`config.mk`:
```
export PLATFORM = sky130hd
export DESIGN_NAME = fpu_issue_flat
export DESIGN_NICKNAME = d
export VERILOG_FILES = /design/src/rtl/fpu_issue_if.sv /design/src/rtl/fpu_issue.sv /design/src/flat_wrapper.sv
export SDC_FILE = /design/constraint.sdc
export NUM_CORES = 1
export LEC_CHECK = 0
export ABC_AREA = 1
export CORE_MARGIN = 5
export CORE_UTILIZATION = 30
export DETAILED_ROUTE_END_ITERATION = 10
export PLACE_DENSITY = 0.72
export SYNTH_ARGS = -nofsm -noshare
export SYNTH_HDL_FRONTEND = slang
export SYNTH_SLANG_ARGS = --single-unit
```
`constraint.sdc`:
```
create_clock -name clk -period 1.8 [get_ports clk]
set_input_delay 0.45 -clock clk [delete_from_list [all_inputs] [get_ports clk]]
set_output_delay 0.45 -clock clk [all_outputs]
set_load 0.03 [all_outputs]
```
`src/rtl/fpu_issue_if.sv`:
```
// Decode-request, FPU-drive and writeback bundle for the fpu_issue dispatch stage.
// slave is the dispatch stage's view; master is the surrounding environment's view.
interface fpu_issue_if #(
  parameter int RD_W = 5
);
  logic            req_valid;
  logic            req_ready;
  logic [3:0]      req_op;
  logic [31:0]     req_x1;
  logic [31:0]     req_x2;
  logic [RD_W-1:0] req_rd;

  logic [3:0]      fpu_ctl;
  logic [31:0]     fpu_x1;
  logic [31:0]     fpu_x2;
  logic            fpu_en;
  logic            fpu_ready;
  logic [31:0]     fpu_y;

  logic            wb_valid;
  logic            wb_ready;
  logic [31:0]     wb_data;
  logic [RD_W-1:0] wb_rd;
  logic            wb_is_int;

  modport slave (
    input  req_valid, req_op, req_x1, req_x2, req_rd,
    output req_ready,
    output fpu_ctl, fpu_x1, fpu_x2, fpu_en,
    input  fpu_ready, fpu_y,
    output wb_valid, wb_data, wb_rd, wb_is_int,
    input  wb_ready
  );

  modport master (
    output req_valid, req_op, req_x1, req_x2, req_rd,
    input  req_ready,
    input  fpu_ctl, fpu_x1, fpu_x2, fpu_en,
    output fpu_ready, fpu_y,
    input  wb_valid, wb_data, wb_rd, wb_is_int,
    output wb_ready
  );
endinterface

```
`src/rtl/fpu_issue.sv`:
```
// Single-outstanding dispatch stage in front of the FPU wrapper: issues one op,
// waits for the completion pulse (with timeout), and hands the result to writeback.
module fpu_issue #(
  parameter int TIMEOUT = 32,
  parameter int RD_W    = 5
) (
  input  logic          clk,
  input  logic          rstn,
  fpu_issue_if.slave    io,
  output logic          busy,
  output logic          err_illegal,
  output logic          err_timeout
);

  localparam int CNT_W = (TIMEOUT > 1) ? $clog2(TIMEOUT) : 1;

  typedef enum logic [1:0] {IDLE, ISSUE, WAIT, DONE} state_t;

  state_t          state, state_nx;
  logic [3:0]      ctl_q;
  logic [31:0]     x1_q;
  logic [31:0]     x2_q;
  logic [31:0]     data_q;
  logic [RD_W-1:0] rd_q;
  logic            is_int_q;
  logic [CNT_W-1:0] cnt_q;

  logic req_ready;
  logic accept;
  logic op_legal;
  logic capture;
  logic expire;

  function automatic logic is_legal(input logic [3:0] op);
    return !(op inside {4'd6, 4'd7, 4'd8, 4'd13, 4'd14, 4'd15});
  endfunction

  // NOTE: every signal driven here gets a default before the case, so no path
  // leaves one unassigned and no latch is inferred.
  always_comb begin
    req_ready = (state == IDLE) || (state == DONE && io.wb_ready);
    accept    = io.req_valid && req_ready;
    op_legal  = is_legal(io.req_op);
    capture   = (state == WAIT) && io.fpu_ready;
    // A completion pulse on the expiry cycle takes priority over the timeout.
    expire    = (state == WAIT) && !io.fpu_ready && (cnt_q == CNT_W'(TIMEOUT - 1));
    state_nx  = state;
    unique case (state)
      IDLE:    if (accept) state_nx = op_legal ? ISSUE : DONE;
      ISSUE:   state_nx = WAIT;
      WAIT:    if (capture || expire) state_nx = DONE;
      DONE: begin
        if (accept)           state_nx = op_legal ? ISSUE : DONE;
        else if (io.wb_ready) state_nx = IDLE;
      end
      default: state_nx = IDLE;
    endcase
  end

  // NOTE: sequential state uses non-blocking assignments so every register
  // samples pre-edge values regardless of process evaluation order.
  always_ff @(posedge clk) begin
    if (!rstn) state <= IDLE;
    else       state <= state_nx;
  end

  // NOTE: the operand/result registers are reset as well, because fpu_ctl/x1/x2
  // and the writeback fields are architecturally visible and must read zero after reset.
  always_ff @(posedge clk) begin
    if (!rstn) begin
      ctl_q       <= '0;
      x1_q        <= '0;
      x2_q        <= '0;
      rd_q        <= '0;
      is_int_q    <= 1'b0;
      data_q      <= '0;
      cnt_q       <= '0;
      err_illegal <= 1'b0;
      err_timeout <= 1'b0;
    end else begin
      // Operands only move on accept: the FPU picks its result by ctl at completion.
      if (accept) begin
        ctl_q    <= io.req_op;
        x1_q     <= io.req_x1;
        x2_q     <= io.req_x2;
        rd_q     <= io.req_rd;
        is_int_q <= (io.req_op == 4'd9) || (io.req_op == 4'd10);
        if (!op_legal) begin
          data_q      <= '0;
          err_illegal <= 1'b1;
        end
      end

      if (state == ISSUE)                     cnt_q <= '0;
      else if (state == WAIT && !io.fpu_ready) cnt_q <= cnt_q + 1'b1;

      if (capture) data_q <= io.fpu_y;
      if (expire) begin
        data_q      <= '0;
        err_timeout <= 1'b1;
      end
    end
  end

  assign io.req_ready = req_ready;
  assign io.fpu_ctl   = ctl_q;
  assign io.fpu_x1    = x1_q;
  assign io.fpu_x2    = x2_q;
  assign io.fpu_en    = (state == ISSUE);
  assign io.wb_valid  = (state == DONE);
  assign io.wb_data   = data_q;
  assign io.wb_rd     = rd_q;
  assign io.wb_is_int = is_int_q;
  assign busy         = (state != IDLE);

endmodule

```
`src/flat_wrapper.sv`:
```
// flat-port wrapper written by rule: the top's interface ports become plain ports
module fpu_issue_flat 
#(
  parameter int TIMEOUT = 32,
  parameter int RD_W    = 5
)
  (clk, rstn, busy, err_illegal, err_timeout, io_req_valid, io_req_op, io_req_x1, io_req_x2, io_req_rd, io_req_ready, io_fpu_ctl, io_fpu_x1, io_fpu_x2, io_fpu_en, io_fpu_ready, io_fpu_y, io_wb_valid, io_wb_data, io_wb_rd, io_wb_is_int, io_wb_ready);
  fpu_issue_if #(.RD_W(RD_W)) io_i ();
  input  logic clk;
  input  logic rstn;
  output logic busy;
  output logic err_illegal;
  output logic err_timeout;
  input wire logic [$bits(io_i.req_valid)-1:0] io_req_valid;
  input wire logic [$bits(io_i.req_op)-1:0] io_req_op;
  input wire logic [$bits(io_i.req_x1)-1:0] io_req_x1;
  input wire logic [$bits(io_i.req_x2)-1:0] io_req_x2;
  input wire logic [$bits(io_i.req_rd)-1:0] io_req_rd;
  output wire logic [$bits(io_i.req_ready)-1:0] io_req_ready;
  output wire logic [$bits(io_i.fpu_ctl)-1:0] io_fpu_ctl;
  output wire logic [$bits(io_i.fpu_x1)-1:0] io_fpu_x1;
  output wire logic [$bits(io_i.fpu_x2)-1:0] io_fpu_x2;
  output wire logic [$bits(io_i.fpu_en)-1:0] io_fpu_en;
  input wire logic [$bits(io_i.fpu_ready)-1:0] io_fpu_ready;
  input wire logic [$bits(io_i.fpu_y)-1:0] io_fpu_y;
  output wire logic [$bits(io_i.wb_valid)-1:0] io_wb_valid;
  output wire logic [$bits(io_i.wb_data)-1:0] io_wb_data;
  output wire logic [$bits(io_i.wb_rd)-1:0] io_wb_rd;
  output wire logic [$bits(io_i.wb_is_int)-1:0] io_wb_is_int;
  input wire logic [$bits(io_i.wb_ready)-1:0] io_wb_ready;
  assign io_i.req_valid = io_req_valid;
  assign io_i.req_op = io_req_op;
  assign io_i.req_x1 = io_req_x1;
  assign io_i.req_x2 = io_req_x2;
  assign io_i.req_rd = io_req_rd;
  assign io_req_ready = io_i.req_ready;
  assign io_fpu_ctl = io_i.fpu_ctl;
  assign io_fpu_x1 = io_i.fpu_x1;
  assign io_fpu_x2 = io_i.fpu_x2;
  assign io_fpu_en = io_i.fpu_en;
  assign io_i.fpu_ready = io_fpu_ready;
  assign io_i.fpu_y = io_fpu_y;
  assign io_wb_valid = io_i.wb_valid;
  assign io_wb_data = io_i.wb_data;
  assign io_wb_rd = io_i.wb_rd;
  assign io_wb_is_int = io_i.wb_is_int;
  assign io_i.wb_ready = io_wb_ready;
  fpu_issue #(.TIMEOUT(TIMEOUT), .RD_W(RD_W)) u_core (.clk(clk), .rstn(rstn), .io(io_i), .busy(busy), .err_illegal(err_illegal), .err_timeout(err_timeout));
endmodule
```
* After elaboration in Yosys (flattened, before gate mapping)
Index checks and enable logic that the tools add are counted.
** Storage, ports and cells
- Register bits after elaboration :: 115
- Latch bits :: 0
- RAM bits :: 0
- ROM bits :: 0
- Input port bits :: 110
- Output and inout bits :: 112
- Word-level logic and storage cells :: 55
- Memories :: 0
** Operators by class
- Add/subtract/negate cells :: 1
- Multiply operators :: 0
- Div/mod/pow operators :: 0
- $lt $le $gt $ge :: 0
- Equality and inequality tests :: 15
- Shift-type cells :: 0
- Muxes and demuxes :: 9
- Bitwise logic cells :: 1
- Reduce and logical (&&, ||, !) cells :: 19
** Operators with widths (number)
- 2-to-1 mux 32 bit :: 3
- == test 4 bit, second input constant :: 6
- 2-to-1 mux 2 bit :: 5
- == test 4 x 3 -> 1 bit, second input constant :: 2
- one-hot mux 2 bit (4 select lines) :: 1
- nonzero test 2 bit :: 3
- nonzero test 6 bit :: 1
- adder 5 x 1 -> 5 bit, second input constant :: 1
- == test 5 bit, second input constant :: 1
- logical AND 1 bit :: 5
- == test 2 bit, second input constant :: 2
- AND reduction 2 bit :: 2
- OR reduction 2 bit :: 2
- logical OR 1 bit :: 3
- inequality test 3 x 1 -> 1 bit, second input constant :: 1
- AND reduction 3 bit :: 1
- == test 2 x 1 -> 1 bit, second input constant :: 1
- logical NOT 2 bit :: 1
- inequality test 2 x 1 -> 1 bit, second input constant :: 1
- inequality test 2 bit, second input constant :: 1
- logical NOT 1 bit :: 1
- inverter 1 bit :: 1

* Logic depth before layout (Yosys ltp)
Gate-level depths: netlist of the first run.
- Depth after elaboration :: 6
- Depth in mapped cells :: 10

* Worst setup path after synthesis of the first run
OpenSTA, ideal clock, no wires.
- Kind :: input port to flip-flop
- Start :: input io_req_op[3]
- End :: register u_core.data_q[22], in the netlist u_core.io.wb_data[22]
- Setup time :: 0.070 ns
- Data arrival time :: 1.337 ns
- Data required time :: 1.730 ns
- Path slack :: 0.394 ns
- Cell stages on the path :: 7
- Cells stage by stage :: or2_2 nand2_1 nor2_1 a21oi_4 buf_4 nand2_1 a21oi_1
** Between the ends
- Word-level cells in the longest chain between the ends :: 4
- Elaborated cells between the ends (all ways) :: 9
- Those cells by class :: eq/ne: 6; reduce/logical: 3
** Ends and longest elaborated chain
- start: declaration :: line flat_wrapper.sv:15 : input wire logic [$bits(io_i.req_op)-1:0] io_req_op;
- == test 4 x 3 -> 1 bit / == test 4 bit (equally long branches) :: line fpu_issue.sv:35 : return !(op inside {4'd6, 4'd7, 4'd8, 4'd13, 4'd14, 4'd15});
- nonzero test 6 bit * :: line fpu_issue.sv:35
- nonzero test 2 bit (no source line) *
- AND reduction 2 bit (no source line) *
- end signal: assignment :: line fpu_issue.sv:97 : if (capture) data_q <= io.fpu_y;
- end: declaration :: line fpu_issue.sv:23 : logic [31:0] data_q;
Every way passes the cells marked *; elsewhere a longest branch is shown, timed or not.
A chain may end at the register's enable or synchronous reset.

* Worst setup path after layout of the first run
- Start :: input io_wb_ready
- End :: output io_req_ready
** Between the ends
- Word-level cells in the longest chain between the ends :: 2
** Ends and longest elaborated chain
- start: declaration :: line flat_wrapper.sv:30 : input wire logic [$bits(io_i.wb_ready)-1:0] io_wb_ready;
- logical AND 1 bit :: line fpu_issue.sv:41 : req_ready = (state == IDLE) || (state == DONE && io.wb_ready);
- logical OR 1 bit :: line fpu_issue.sv:41
- end: declaration :: line flat_wrapper.sv:19 : output wire logic [$bits(io_i.req_ready)-1:0] io_req_ready;
No other way between the ends.

==> results of run 1 <==
-- cell type report --
class	count	share of cell area (%)
timing repair buffer	240	32.43
sequential	115	32.36
multi-input combinational	372	23.06
clock buffer	21	6.467
tap	180	3.163
clock inverter	10	1.529
inverter	19	1.002
-- placed cells by master (no fill, tap or decap), types with 2 or more instances in the layout --
| master | Yosys | layout |
|---|---|---|
| buf_4 | 8 | 14 |
| inv_1 | 16 | 16 |
| nand3_1 | 4 | 4 |
| clkinv_2 | 0 | 5 |
| clkdlybuf4s50_1 | 0 | 108 |
| dfxtp_1 | 115 | 114 |
| o21ai_0 | 68 | 68 |
| dlygate4sd2_1 | 0 | 108 |
| nor2_1 | 152 | 152 |
| nand2_2 | 2 | 2 |
| a21oi_1 | 42 | 42 |
| a21oi_4 | 2 | 2 |
| inv_2 | 3 | 3 |
| or2_2 | 2 | 2 |
| nor3_1 | 3 | 3 |
| ha_1 | 2 | 2 |
| clkbuf_8 | 0 | 2 |
| nand2_1 | 78 | 78 |
| o21ai_1 | 9 | 9 |
| nor2_4 | 2 | 2 |
| clkbuf_16 | 0 | 17 |
| bufinv_16 | 0 | 2 |
| buf_12 | 0 | 8 |
| clkbuf_1 | 9 | 2 |
| clkinvlp_4 | 0 | 2 |
-- repair_timing --
| action | CTS | global route |
|---|---|---|
| endpoints found under the setup margin | 108 | 2 |
| pin swaps | 0 | 0 |
| endpoints found under the hold margin | 0 | 0 |
| gates resized for setup | 108 | 2 |
| buffers inserted | 0 | 0 |
-- registers in the layout, indices dropped and copies added (netlist names) --
register	cells
u_core.io.wb_is_int	1
u_core.err_timeout	1
u_core.io.wb_rd	5
u_core.io.fpu_x1	32
u_core.io.fpu_x2	32
u_core.io.fpu_ctl	4
u_core.cnt_q	5
u_core.err_illegal	1
u_core.io.wb_data	32
u_core.state	2
-- through the flow --
step,total power [W],utilization (%),instances
6_report,0.008965,51.49,957
5_1_grt,0.009479,51.49,957
4_1_cts,0.009101,51.45,957
3_5_place_dp,0.006076,48.31,926
3_3_place_gp,0.006043,48.31,926
2_1_floorplan,0.004748,-,538
-- power by group through the flow --
stage          Combinational (W)  Clock, W  Sequential [W]
4_1_cts                  0.00268   0.00332         0.00310
5_1_grt                  0.00287   0.00346         0.00316
6_report                 0.00265   0.00321         0.00311
3_5_place_dp             0.00291         0         0.00316
2_1_floorplan           0.000896         0         0.00385
3_3_place_gp             0.00289         0         0.00315
-- per-layer routing --
layer / global-route usage, % / wire length, µm / vias up
met2: 27.15 / 6738 / 132
li1: - / - / 2176
met5: 0 / 0 / -
met3: 5.604 / 946 / 21
met1: 18.06 / 5382 / 1931
met4: 7.659 / 279 / 0
-- final timing paths --
path	endpoint	slack (ns)	depth (start not counted)
min	u_core.err_timeout	0.43	3
max reg2reg	u_core.state[1]	0.28	10
max	io_req_ready	0.06	4
min reg2reg	u_core.io.wb_data[16]	0.45	2
-- critical path, cell delays in order --
cell and delay [ns]:
clkdlybuf4s50_1 0.49, nand3_2 0.11, nand2_1 0.10, buf_6 0.13
-- logic make-up after synthesis --
logic type                 Yosys count  share of synthesized area, %
and+or+nand+nor                    247                         23.13
AOI/OAI and AO/OA                  123                         15.23
DFF                                115                         54.63
buffers and inverters               51                         6.413
adders and majority gates            2                        0.5937
==> results_dict.tcl, run 1 <==
set metrics [dict create \
    cts_tree "done" \
    clk_path_buf_depth 2 \
    rr_startpoint "u_core.cnt_q[0]" \
    worstPathMaxFanout 2 \
    synth_top_area_cell "dfxtp_1" \
    crit_required_ns 1.35 \
    status "complete, no violations" \
    whs_ns 0.4257 \
    synth_top_area_share_pct 54.63 \
    setup_slack_ns 0.06153 \
    finalCriticalPeriod_ns 1.738 \
    crit_start "io_wb_ready" \
    vias 4260 \
    comb_power_share_pct 29.5 \
    setup_tns_ns 0 \
    max_freq_mhz 575.2 \
    synth-seq-cells 115 \
    fill_cells 1386 \
    synthCells 538 \
    die_w_um 128.5 \
    cts.htree.levels 4 \
    clk_latency_ns 0.40 \
    internal_power_w 0.005996 \
    start_util_pct 30.48 \
    synth_nets 650 \
    ys_warn_count 0 \
    rsz0062_at_grt "no" \
    synth_edf_count 0 \
    p_sw_w 0.002968 \
    grt_antenna_before_repair 0 \
    syn-cell-area_mm2 0.004214 \
    synth_cell_types 26 \
    crit_arrival_ns 1.29 \
    drive_above_1_share_pct 8.494 \
    dr.pass1.iters 4 \
    multi_input_area_mm2 0.001642 \
    dpl_cell_area_mm2 0.006680 \
    grt_pass1_vias 4159 \
    synth_async_sr_flop_share_pct 0 \
    min_from "rstn" \
    clock_skew_ns 0.008738 \
    coreArea_mm2 0.01383 \
    place_ws_ns -0.2132 \
    drv_cap 0 \
    critPathKind "primary input to output pin" \
    area_growth_pct 68.94 \
    avgRoutedWirePerCell_um 13.95 \
    hold_path_class "primary input to flip-flop" \
    register_area_mm2 0.002303 \
    cts-root-buf "clkbuf_16" \
    place_congestion 0.7619 \
    pwr_density_cell_mw_per_mm2 1259 \
    p_clk_share_pct 35.8 \
    die-area_mm2 0.01652 \
    fin_crit_sh_pct 96.58 \
    drt-initial-drc-count 212 \
    clock_sinks 115 \
    port_buffers 221 \
    num_antenna_cells 0 \
    peakVddDrop_mv 0.5991 \
    p_leak_nw 3.305 \
    synth-seq-area-share_pct 54.63 \
    synth_most_common_cell "nor2_1" \
    place_hpwl_um 9599 \
    routed_wl_um 13350 \
    postSynthAreaPerCell_um2 7.833 \
    grt_max_degree 39 \
    final_max_slew_viol_count 0 \
    ios 222 \
    cp-end-kind "output pin" \
    grt_use_total_pct 16.04 \
    clkSlewWorstSetupHoldPaths_ns 0.05 \
    grt_pass1_wl_um 20900 \
    fp-row-count 43 \
    seqPwrFrac_pct 34.7 \
    relSlewSlack_pct 73.77 \
    hold_viol 0 \
    ys_top_cells_by_area "dfxtp_1 (55%), nor2_1 (14%), o21ai_0 (8.1%)" \
    fin_area_mm2 0.007119 \
    nNetsFinal 877 \
    viasPerCell 4.451 \
    start_kind "primary input" \
    final_antenna_net_count 0 \
    drcViolationCount 0 \
    tightest_slew_ns 0.3949 \
    postCtsHoldBufs 0 \
    cts_buffers 17 \
    ys_top_cells_by_count "nor2_1 (152), dfxtp_1 (115), nand2_1 (78)" \
    p_sw_share_pct 33.11 \
    dieHeight_um 128.5 \
    setup_viol 0 \
    synth-main-ff-cell "dfxtp_1" \
    grt_overflow 0 \
]
Note: power is estimated with default switching activity, not from simulation.
==> run 2: changes to the inputs <==
--- a/config.mk
+++ b/config.mk
@@ -6,10 +6,13 @@
 export NUM_CORES = 1
 export LEC_CHECK = 0
 export ABC_AREA = 1
+export CAP_MARGIN = 20
 export CORE_MARGIN = 5
 export CORE_UTILIZATION = 30
+export CTS_BUF_LIST = sky130_fd_sc_hd__clkbuf_2 sky130_fd_sc_hd__clkbuf_4 sky130_fd_sc_hd__clkbuf_8
 export DETAILED_ROUTE_END_ITERATION = 10
 export PLACE_DENSITY = 0.72
 export SYNTH_ARGS = -nofsm -noshare
 export SYNTH_HDL_FRONTEND = slang
 export SYNTH_SLANG_ARGS = --single-unit
+export TNS_END_PERCENT = 20
==> results_dict.tcl, run 2 (same netlist as run 1, synthesis figures left out) <==
set metrics [dict create \
    fp-row-count 43 \
    vias 4279 \
    worstPathMaxFanout 2 \
    hold_depth 3 \
    layout_commonest_cell "nor2_1" \
    die_w_um 128.5 \
    grt_antenna_before_repair 0 \
    mostFrequentLayoutCells "nor2_1 (152), dfxtp_1 (113), clkdlybuf4s50_1 (108), dlygate4sd2_1 (108), nand2_1 (78)" \
    grt_max_degree 39 \
    crit_arrival_ns 1.29 \
    clock_sinks 115 \
    max_freq_mhz 574.7 \
    ios 222 \
    rr_startpoint "u_core.cnt_q[0]" \
    area_growth_pct 64.52 \
    critPathMaxStageDelay_ns 0.49 \
    num_antenna_cells 0 \
    finalCriticalPeriod_ns 1.740 \
    critPathKind "primary input to output pin" \
    min_from "rstn" \
    clkSlewWorstSetupHoldPaths_ns 0.06 \
    peakVddDrop_mv 0.5144 \
    grt_pass1_wl_um 20810 \
    dieHeight_um 128.5 \
    finish.utilization_pct 50.14 \
    drive_above_1_share_pct 8.880 \
    clk_latency_ns 0.43 \
    start_util_pct 30.48 \
    viasPerCell 4.471 \
    seqPwrFrac_pct 38.4 \
    crit_path_cell_trace "clkdlybuf4s50_1 -> nand3_2 -> nand2_1 -> buf_4" \
    postCtsHoldBufs 0 \
    grt_use_total_pct 15.83 \
    place_hpwl_um 9599 \
    total_power_w 0.008083 \
    routed_wl_um 13350 \
    cts_buffers 17 \
    clock_skew_ns 0.01339 \
    p_sw_w 0.002869 \
    die-area_mm2 0.01652 \
    dpl_cell_area_mm2 0.006680 \
    cts-root-buf "clkbuf_8" \
    relSlewSlack_pct 73.99 \
    r2r_cells 10 \
    comb_power_share_pct 32.7 \
    drt-initial-drc-count 230 \
    fin_crit_sh_pct 96.66 \
    nNetsFinal 877 \
    coreArea_mm2 0.01383 \
    p_sw_share_pct 35.49 \
    cp-end-kind "output pin" \
    dr.pass1.iters 5 \
    drv_cap 0 \
    setup_viol 0 \
    port_buffers 221 \
    setup_tns_ns 0 \
    crit_required_ns 1.35 \
    internal_power_w 0.005214 \
    fin_area_mm2 0.006933 \
    final_max_slew_viol_count 0 \
    drcViolationCount 0 \
    hold_path_class "primary input to flip-flop" \
    cts.htree.levels 4 \
    crit_path_top_delay_cell "clkdlybuf4s50_1" \
    rsz0062_at_grt "no" \
    hold_viol 0 \
    p_clk_share_pct 28.9 \
    postCtsSetupRepairBufs 0 \
    grt_pass1_vias 4156 \
    pwr_density_cell_mw_per_mm2 1166 \
    tightest_slew_ns 0.3917 \
    cts_tree "done" \
    status "complete, no violations" \
    place_congestion 0.7619 \
    start_kind "primary input" \
    crit_start "io_wb_ready" \
    avgRoutedWirePerCell_um 13.95 \
    clk_path_buf_depth 2 \
    p_leak_nw 3.223 \
    grt_overflow 0 \
    final_antenna_net_count 0 \
    fill_cells 1407 \
]
run 2: layer usage:
metal	global-route usage (%)	vias up	part of all wire [%]
met4	6.424	0	2.1
met1	17.85	1957	41
met5	0	-	0
met3	5.438	20	6.8
li1	-	2175	-
met2	27.40	127	51
run 2: area by class of cell:
| class | instances | area, µm² | share of cell area (%) |
|---|---|---|---|
| clock buffers | 21 | 276.5 | 3.988 |
| clock inverters | 10 | 108.9 | 1.570 |
| inverters | 19 | 71.32 | 1.029 |
| multi-input cells | 372 | 1642 | 23.68 |
| flip-flops and latches | 115 | 2305 | 33.24 |
| well taps | 180 | 225.2 | 3.249 |
| repair buffers | 240 | 2305 | 33.24 |
run 2: metrics by stage:
stage                     cells  hold slack [ns]  setup WS (ns)
after CTS                   957           0.3764        0.02809
after global routing        957           0.4270       0.001787
after floorplan             538           0.4449         0.3936
after detailed placement    926           0.4407        -0.2132
after global placement      926           0.4405        -0.1744
final                       957           0.4053        0.06009
run 2: repair_timing:
item	in CTS	in global routing
pin swaps	0	1
gates cloned	0	0
endpoints found under the setup margin	109	1
resized for setup	109	1
run 2: final timing paths:
check	endpoint	slack (ns)
worst max-delay path	io_req_ready	0.06
worst min-delay path	u_core.err_timeout	0.41
worst max register to register	u_core.state[1]	0.24
worst min register to register	u_core.err_timeout	0.45
run 2: worst max-delay path, delay by kind of cell:
kind	cells	cell delay, ns
buffers and inverters	2	0.65
AND/OR/NAND/NOR	2	0.18
run 2: power groups by stage:
stage               clock [W]  sequential (W)  combinational, W
global placement            0         0.00315           0.00289
global route          0.00257         0.00315           0.00286
finish                0.00234         0.00311           0.00264
CTS                   0.00243         0.00310           0.00268
detailed placement          0         0.00316           0.00291
floorplan                   0         0.00385          0.000896
==> run 3: changes to the inputs <==
--- a/config.mk
+++ b/config.mk
@@ -12,6 +12,7 @@
 export CTS_BUF_LIST = sky130_fd_sc_hd__clkbuf_2 sky130_fd_sc_hd__clkbuf_4 sky130_fd_sc_hd__clkbuf_8
 export DETAILED_ROUTE_END_ITERATION = 10
 export PLACE_DENSITY = 0.72
+export SKIP_LAST_GASP = 1
 export SYNTH_ARGS = -nofsm -noshare
 export SYNTH_HDL_FRONTEND = slang
 export SYNTH_SLANG_ARGS = --single-unit
==> results_dict.tcl, run 3 (same netlist as run 1, synthesis figures left out) <==
set metrics [dict create \
    status "finished, violations left" \
    violations "setup timing" \
    peakVddDrop_mv 0.5045 \
    setup_slack_ns -0.1056 \
    finalCriticalPeriod_ns 1.906 \
    crit_start "u_core.io.fpu_x2[29]" \
    viasPerCell 4.469 \
    total_power_w 0.008272 \
    avgRoutedWirePerCell_um 13.93 \
    place_congestion 0.7619 \
    reg2reg_slack_ns 0.28 \
    critPathMaxStageDelay_ns 0.68 \
    dieHeight_um 128.5 \
    num_antenna_cells 0 \
    die_w_um 128.5 \
    setup_viol 70 \
    p_leak_nw 3.146 \
    rr_startpoint "u_core.state[0]" \
    max_freq_mhz 524.8 \
    pwr_density_cell_mw_per_mm2 1168 \
    grt_use_total_pct 15.83 \
    die-area_mm2 0.01652 \
    drt-initial-drc-count 235 \
    grt_pass1_wl_um 20800 \
    clock_skew_ns 0.01097 \
    fill_cells 1352 \
    area_growth_pct 68.05 \
    cts.htree.levels 4 \
    relSlewSlack_pct 73.92 \
    clkSlewWorstSetupHoldPaths_ns 0.07 \
    cp-end-kind "output pin" \
    drive_above_1_share_pct 8.623 \
    final_antenna_net_count 0 \
    drcViolationCount 0 \
    whs_ns 0.4031 \
    cts_tree "done" \
    hold_path_class "primary input to flip-flop" \
    tightest_slew_ns 0.3928 \
    grt_max_degree 39 \
    vias 4277 \
    postCtsSetupRepairBufs 0 \
    ios 222 \
    rsz0062_at_grt "yes" \
    place_hpwl_um 9599 \
    cp.depth 1 \
    cpLargestDelayFamily "buffers and inverters" \
    crit_required_ns 1.35 \
    crit_path_top_delay_cell "clkdlybuf4s50_1" \
    mostFrequentLayoutCells "clkdlybuf4s50_1 (178), nor2_1 (152), dfxtp_1 (115), nand2_1 (78), o21ai_0 (68)" \
    cp.buffers_inverters 1 \
    nNetsFinal 877 \
    final_max_slew_viol_count 0 \
    dr.pass1.iters 4 \
    hold_viol 0 \
    drv_cap 0 \
    layout_commonest_cell "clkdlybuf4s50_1" \
    grt_antenna_before_repair 0 \
    worstPathMaxFanout 2 \
    crit_end "io_fpu_x2[29]" \
    fp-row-count 43 \
    critPathKind "flip-flop to output pin" \
    clk_latency_ns 0.42 \
    routed_wl_um 13330 \
    postCtsHoldBufs 0 \
    crit_arrival_ns 1.46 \
    clock_sinks 115 \
    cts_buffers 17 \
    coreArea_mm2 0.01383 \
    port_buffers 221 \
    start_util_pct 30.48 \
    hold_depth 3 \
    finish.utilization_pct 51.22 \
    r2r_cells 6 \
    clk_path_buf_depth 2 \
    crit_path_cell_trace "clkdlybuf4s50_1" \
    cts-root-buf "clkbuf_8" \
    timing.rr.end "u_core.io.fpu_x1[28]" \
    fin_crit_sh_pct 105.9 \
    start_kind "flip-flop" \
    grt_overflow 0 \
    grt_pass1_vias 4156 \
    dpl_cell_area_mm2 0.006680 \
    fin_area_mm2 0.007082 \
]
run 3: power breakdown:
part	internal [W]	switching (W)
Combinational	0.00117	0.00166
Sequential	0.00292	0.000188
Clock	0.00131	0.00102
Total	0.00540	0.00287
run 3: area by class of cell:
| cell class | instances | area, µm² | share of cell area [%] |
|---|---|---|---|
| timing repair buffer | 240 | 2456 | 34.68 |
| tap | 180 | 225.2 | 3.180 |
| inverter | 19 | 71.32 | 1.007 |
| clock buffer | 21 | 276.5 | 3.905 |
| sequential | 115 | 2302 | 32.51 |
| clock inverter | 10 | 108.9 | 1.537 |
| multi-input combinational | 372 | 1642 | 23.18 |
run 3: through the flow:
| step | TNS, ns | setup slack, ns | instances |
|---|---|---|---|
| floorplan | 0 | 0.3936 | 538 |
| global placement | -14.79 | -0.1744 | 926 |
| detailed placement | -17.23 | -0.2132 | 926 |
| CTS | -10.77 | -0.1394 | 957 |
| global route | -10.44 | -0.1656 | 957 |
| finish | -5.545 | -0.1056 | 957 |
run 3: worst min path at each step:
stage                        from                  to  slack [ns]
3_5_place_dp   u_core.err_timeout  u_core.err_timeout        0.44
5_1_grt                      rstn     u_core.state[1]        0.41
4_1_cts                      rstn  u_core.err_timeout        0.38
6_report                     rstn  u_core.err_timeout        0.40
3_3_place_gp   u_core.err_timeout  u_core.err_timeout        0.44
2_1_floorplan     u_core.cnt_q[3]     u_core.cnt_q[3]        0.44
run 3: timing repair:
action | 4_1_cts | 5_1_grt
setup endpoints to repair | 109 | 89
pin swaps | 0 | 0
resized for setup | 21 | 17
run 3: metal layers:
layer  track usage, %  up-vias  routed length [µm]
met5                0        -                   0
met4            6.424        0                 278
met3            5.521       20                 967
met2            27.40      133                6703
met1            17.80     1950                5380
li1                 -     2174                   -
